===== src/rtl/oflow_prev_feature_feeder.sv =====
// Previous-frame feature feeder for the similarity metric PE.
// Holds a line buffer loaded by the frame loader. On go, the buffer is swept line by line.
// Each line is presented to the PE with a one-cycle pe_start pulse. The next line is
// prefetched into a staging register when the PE asks for it, and becomes current on pe_valid.
module oflow_prev_feature_feeder #(
  parameter int unsigned DATA_W = 32,
  parameter int unsigned DEPTH  = 32,
  parameter int unsigned ADDR_W = 5
) (
  input  logic              clk,
  input  logic              reset_N,
  input  logic              wr_en,
  input  logic [ADDR_W-1:0] wr_addr,
  input  logic [DATA_W-1:0] wr_data,
  input  logic [ADDR_W:0]   num_lines,
  input  logic              go,
  input  logic              pe_control_for_read_new_line,
  input  logic              pe_valid,
  output logic              pe_start,
  output logic [DATA_W-1:0] features_of_prev,
  output logic [ADDR_W-1:0] line_idx,
  output logic              busy,
  output logic              done
);

  typedef enum logic [1:0] {StIdle, StIssue, StRun, StFinish} state_e;

  logic [DATA_W-1:0] mem [DEPTH];
  logic [DATA_W-1:0] staging_q;
  logic              staged_q;
  logic [ADDR_W:0]   n_q;
  state_e            state_q;

  logic [ADDR_W:0]   go_n;
  logic [ADDR_W:0]   next_idx;
  logic              has_next;

  // Clamp the requested line count and work out whether another line follows the current one.
  always_comb begin
    go_n     = (num_lines > (ADDR_W + 1)'(DEPTH)) ? (ADDR_W + 1)'(DEPTH) : num_lines;
    next_idx = {1'b0, line_idx} + (ADDR_W + 1)'(1);
    has_next = next_idx < n_q;
  end

  // Loader writes; the buffer is frozen while a sweep is reading it.
  always_ff @(posedge clk) begin
    if (wr_en && !busy) begin
      mem[wr_addr] <= wr_data;
    end
  end

  // Sweep FSM with registered outputs.
  always_ff @(posedge clk or negedge reset_N) begin
    if (!reset_N) begin
      state_q          <= StIdle;
      pe_start         <= 1'b0;
      features_of_prev <= '0;
      line_idx         <= '0;
      busy             <= 1'b0;
      done             <= 1'b0;
      staging_q        <= '0;
      staged_q         <= 1'b0;
      n_q              <= '0;
    end else begin
      unique case (state_q)
        StIdle: begin
          pe_start <= 1'b0;
          done     <= 1'b0;
          if (go) begin
            if (go_n != '0) begin
              n_q              <= go_n;
              features_of_prev <= mem[0];
              line_idx         <= '0;
              staged_q         <= 1'b0;
              pe_start         <= 1'b1;
              busy             <= 1'b1;
              state_q          <= StIssue;
            end else begin
              // Empty sweep: report completion without touching the PE.
              done <= 1'b1;
            end
          end
        end
        StIssue: begin
          pe_start <= 1'b0;
          state_q  <= StRun;
        end
        StRun: begin
          if (pe_valid) begin
            staged_q <= 1'b0;
            if (has_next) begin
              // A prefetch request in the same cycle is dropped; read the buffer directly.
              if (staged_q && !pe_control_for_read_new_line) begin
                features_of_prev <= staging_q;
              end else begin
                features_of_prev <= mem[next_idx[ADDR_W-1:0]];
              end
              line_idx <= next_idx[ADDR_W-1:0];
              pe_start <= 1'b1;
              state_q  <= StIssue;
            end else begin
              done    <= 1'b1;
              busy    <= 1'b0;
              state_q <= StFinish;
            end
          end else if (pe_control_for_read_new_line && has_next) begin
            staging_q <= mem[next_idx[ADDR_W-1:0]];
            staged_q  <= 1'b1;
          end
        end
        StFinish: begin
          done    <= 1'b0;
          state_q <= StIdle;
        end
        default: state_q <= StIdle;
      endcase
    end
  end

endmodule


===== config.mk =====
export PLATFORM = sky130hd
export DESIGN_NAME = oflow_prev_feature_feeder
export DESIGN_NICKNAME = d
export VERILOG_FILES = /design/src/rtl/oflow_prev_feature_feeder.sv
export SDC_FILE = /design/constraint.sdc
export NUM_CORES = 1
export LEC_CHECK = 0
export CAP_MARGIN = 30
export CORE_MARGIN = 4
export CORE_UTILIZATION = 37
export CTS_CLUSTER_SIZE = 40
export DETAILED_ROUTE_END_ITERATION = 16
export SLEW_MARGIN = 5
export SYNTH_ARGS = -nofsm -noshare
export SYNTH_HDL_FRONTEND = slang
export SYNTH_SLANG_ARGS = --single-unit

===== constraint.sdc =====
create_clock -name clk -period 3.3 [get_ports clk]
set_input_delay 0.66 -clock clk [delete_from_list [all_inputs] [get_ports clk]]
set_output_delay 0.66 -clock clk [all_outputs]
set_load 0.02 [all_outputs]

==> impl_metrics.json <==
{
  "routed_wire_length_per_instance_um": 28.3,
  "wp_data_required_ns": 3.91,
  "switching_share_pct": 29.6,
  "reg2reg_end": "features_of_prev[28]",
  "post_synthesis_xor_xnor_area_fraction_pct": 0.0766,
  "fin_crit_sh_pct": 93.5,
  "dominant_combinational_cell_family_by_area_after_synthesis": "multiplexers",
  "yosys.area_share.adder_pct": 0.312,
  "timing.max_cap.violations": 0,
  "timing.fmax_ghz": 0.324,
  "status": "finished, final reports clean",
  "clock_tree_from_tritoncts": "done",
  "power.share.sequential_pct": 40.6,
  "clock_path_buffers": 3,
  "gate_count_of_the_mapped_netlist": 2176,
  "post_synth_instance_area_um2": 44100,
  "detail_route.vias_per_cell": 5.69,
  "core_area_um2": 118000,
  "mostFrequentLayoutCells": "sky130_fd_sc_hd__edfxtp_1 (1024), sky130_fd_sc_hd__mux4_2 (256), sky130_fd_sc_hd__nand2_1 (152)",
  "drt_pre_antenna_iters": 7,
  "start_util_pct": 37.3,
  "detailroute.via_count": 22900,
  "wirelength_um": 113000,
  "final_period_minus_worst_setup_slack_ns": 3.09,
  "post_cts.resized_instances": 0,
  "io-pin-count": 89,
  "yosysUniqueCellTypes": 61,
  "dpl.hpwl_um": 65700,
  "syn-num-nets": 2236,
  "fp.dieArea_um2": 125000,
  "final_net_count": 2441,
  "tns_ns": 0,
  "irDropWorstVdd_v": 0.000501,
  "cts_made_buffers": 111,
  "placed_cells_incl_taps": 3787,
  "chipWidth_um": 353,
  "critPathLaunchType": "flop",
  "timing.max_slew.rel_slack_pct": 33.3,
  "r2r_slack_ns": 0.21,
  "worst_skew_pair.late_latency_ns": 0.68,
  "global_route.peak_usage_layer": "met1",
  "first_iter_violations": 2564,
  "worstHoldPathType": "in2async",
  "grt_first_pass_wirelength_um": 165000,
  "setup_viol": 0,
  "cts-htree-levels": 3,
  "synth_edf_count": 1024,
  "globalRouteOverflowTotal": 0,
  "gp_congestion": 0.797,
  "grt_use_met1_pct": 27.2,
  "met3_usage_pct": 3.16,
  "synth-seq-area-share_pct": 74.3,
  "antenna_found_initial": 4,
  "floorplan.rows": 126,
  "worst_r2r_path_depth": 12,
  "share_clk_of_total_power_pct": 31.0,
  "grt_setup_unrepaired": "no",
  "skew_ns": 0.0251,
  "post_synth_and_or_nand_nor_area_fraction_pct": 2.60,
  "static-leakage-power_nw": 16.3,
  "timing.final.hold_violations": 0,
  "postSynth.topFlopCell": "sky130_fd_sc_hd__edfxtp_1",
  "synth.ff_latch_count": 1105,
  "power.net_switching_mw": 11.8,
  "avgSynthCellArea_um2": 20.3,
  "clk_pin_slew_worst_paths_ns": 0.06,
  "drv_slew": 0,
  "critPathMaxFanout": 24,
  "final_common_cell": "sky130_fd_sc_hd__edfxtp_1",
  "count_of_placed_standard_cells_in_the_final_layout_fillers_left_out": 4013,
  "die_h_um": 353,
  "numClockSinks": 1105,
  "buffer_ports.inserted": 88,
  "drc": 0,
  "synth_mux_area_share_pct": 16.1,
  "synth-warning-count": 0,
  "power_density_nw_per_um2": 769,
  "critPathCaptureType": "flop",
  "critical_path.reg2reg.startpoint": "line_idx[0]",
  "area_growth_syn_to_layout_pct": 17.7,
  "global_route.usage.met2_pct": 27.1,
  "worstSetupPathType": "reg2reg",
  "cp.arrival_ns": 3.69,
  "drt.antenna.violating_nets": 0,
  "intPower_mw": 28.1,
  "cts.root.buffer_cell": "sky130_fd_sc_hd__clkbuf_16",
  "worst-slew-pin-transition_ns": 0.997,
  "grt_max_degree": 78,
  "share_of_final_layout_standard_cells_stronger_than_drive_strength_1_pct": 27.3,
  "synth_compound_area_share_pct": 4.92,
  "first_global_vias": 23300,
  "ys_async_sr_fraction_pct": 7.33,
  "track_usage_pct": 18.0,
  "pwr-share-comb_pct": 28.3
}
## how the worst max path moves through the flow
| stage | slack, ns | from | end | cells past startpoint |
|---|---|---|---|---|
| 6_report | 0.21 | line_idx[0] | features_of_prev[28] | 12 |
| 5_1_grt | 0.05 | line_idx[0] | features_of_prev[16] | 12 |
| 4_1_cts | 0.22 | line_idx[0] | features_of_prev[16] | 12 |
| 3_5_place_dp | 0.18 | num_lines[0] | features_of_prev[13] | 8 |
| 3_3_place_gp | 0.27 | num_lines[0] | features_of_prev[1] | 8 |
| 2_1_floorplan | 0.04 | line_idx[1] | features_of_prev[31] | 14 |
## power by group through the flow
| stage | registers (mW) | clock network [mW] | logic (mW) |
|---|---|---|---|
| final | 16.2 | 12.4 | 11.3 |
| after global routing | 16.3 | 13.3 | 12.1 |
| after CTS | 16.2 | 12.6 | 11.4 |
| after detailed placement | 16.5 | 0 | 11.3 |
| after global placement | 16.5 | 0 | 11.1 |
| after floorplan | 16.5 | 0 | 7.82 |
## critical path, cell delays in order (launching register included)
cell and delay, ns:
sky130_fd_sc_hd__dfrtp_4 0.47, sky130_fd_sc_hd__buf_12 0.23, sky130_fd_sc_hd__nand3_1 0.15, sky130_fd_sc_hd__nand2_1 0.13, sky130_fd_sc_hd__nand2_1 0.07, sky130_fd_sc_hd__ha_1 0.32, sky130_fd_sc_hd__a21o_1 0.17, sky130_fd_sc_hd__a21oi_1 0.16
sky130_fd_sc_hd__a21boi_2 0.12, sky130_fd_sc_hd__or4_1 0.58, sky130_fd_sc_hd__buf_4 0.28, sky130_fd_sc_hd__nor2_1 0.18, sky130_fd_sc_hd__a211o_1 0.13
## synthesized netlist by cell type, types with 4 or more instances
master | instances | area, um^2
sky130_fd_sc_hd__edfxtp_1 | 1024 | 30700
sky130_fd_sc_hd__mux4_2 | 256 | 5770
sky130_fd_sc_hd__nand2_1 | 152 | 571
sky130_fd_sc_hd__mux2i_1 | 94 | 941
sky130_fd_sc_hd__dfrtp_1 | 81 | 2030
sky130_fd_sc_hd__o21ai_0 | 74 | 370
sky130_fd_sc_hd__nor2_1 | 70 | 263
sky130_fd_sc_hd__clkbuf_1 | 53 | 199
sky130_fd_sc_hd__buf_2 | 41 | 205
sky130_fd_sc_hd__mux2_2 | 33 | 372
sky130_fd_sc_hd__buf_4 | 32 | 240
sky130_fd_sc_hd__o221ai_1 | 32 | 280
sky130_fd_sc_hd__a32o_1 | 31 | 310
sky130_fd_sc_hd__a211o_1 | 29 | 254
sky130_fd_sc_hd__a221oi_2 | 29 | 435
sky130_fd_sc_hd__o21a_1 | 29 | 218
sky130_fd_sc_hd__inv_1 | 13 | 48.8
sky130_fd_sc_hd__ha_1 | 11 | 138
sky130_fd_sc_hd__nand3_1 | 9 | 45.0
sky130_fd_sc_hd__a21oi_1 | 7 | 35.0
sky130_fd_sc_hd__nand2b_1 | 7 | 43.8
sky130_fd_sc_hd__nand3b_1 | 5 | 37.5
sky130_fd_sc_hd__buf_6 | 4 | 45.0
## registers in the layout, indices dropped and copies added, names as in the netlist
register / count
busy: 1
done: 1
features_of_prev: 32
line_idx: 5
mem: 1024
n_q: 6
pe_start: 1
staged_q: 1
staging_q: 32
state_q: 2
## cell families after synthesis
kind of cell,Yosys count
muxes,383
xor gates and xnor gates,3
and+or+nand+nor,268
adders and majority gates,11
DFF,1105
AOI/OAI and AO/OA,260
buffers and inverters,146
## per-stage QoR
| step | utilization, % | area [um^2] | hold slack [ns] | total power, mW | setup WS (ns) |
|---|---|---|---|---|---|
| 3_3_place_gp | 40.6 | 48000 | 0.457 | 27.6 | 0.270 |
| 2_1_floorplan | - | 44100 | 0.364 | 24.3 | 0.0375 |
| 6_report | 43.9 | 51900 | 0.440 | 39.9 | 0.215 |
| 4_1_cts | 43.7 | 51600 | 0.111 | 40.2 | 0.216 |
| 5_1_grt | 43.9 | 51900 | 0.406 | 41.7 | 0.0539 |
| 3_5_place_dp | 40.6 | 48000 | 0.477 | 27.8 | 0.182 |
## area by class of cell
type / instances / area [um^2]
fill: 9998 / 66300
sequential: 1105 / 32800
multi-input combinational: 925 / 10900
clock buffer: 145 / 3090
timing repair buffer: 224 / 2640
tap: 1536 / 1920
clock inverter: 61 / 527
inverter: 14 / 57.6
antenna: 3 / 7.51
## timing repair
| item | in CTS | in global routing |
|---|---|---|
| hold endpoints to repair | 0 | 9 |
| setup endpoints to repair | 0 | 0 |
| hold buffers | 0 | 1 |
| buffers inserted | 0 | 0 |
## per-layer routing
| metal | routed length (um) | share of wire, % |
|---|---|---|
| met4 | 2420 | 2.1 |
| met5 | 0 | 0 |
| met1 | 50600 | 45 |
| met2 | 51600 | 46 |
| met3 | 8780 | 7.7 |
Note: power is estimated with default switching activity, not from simulation.
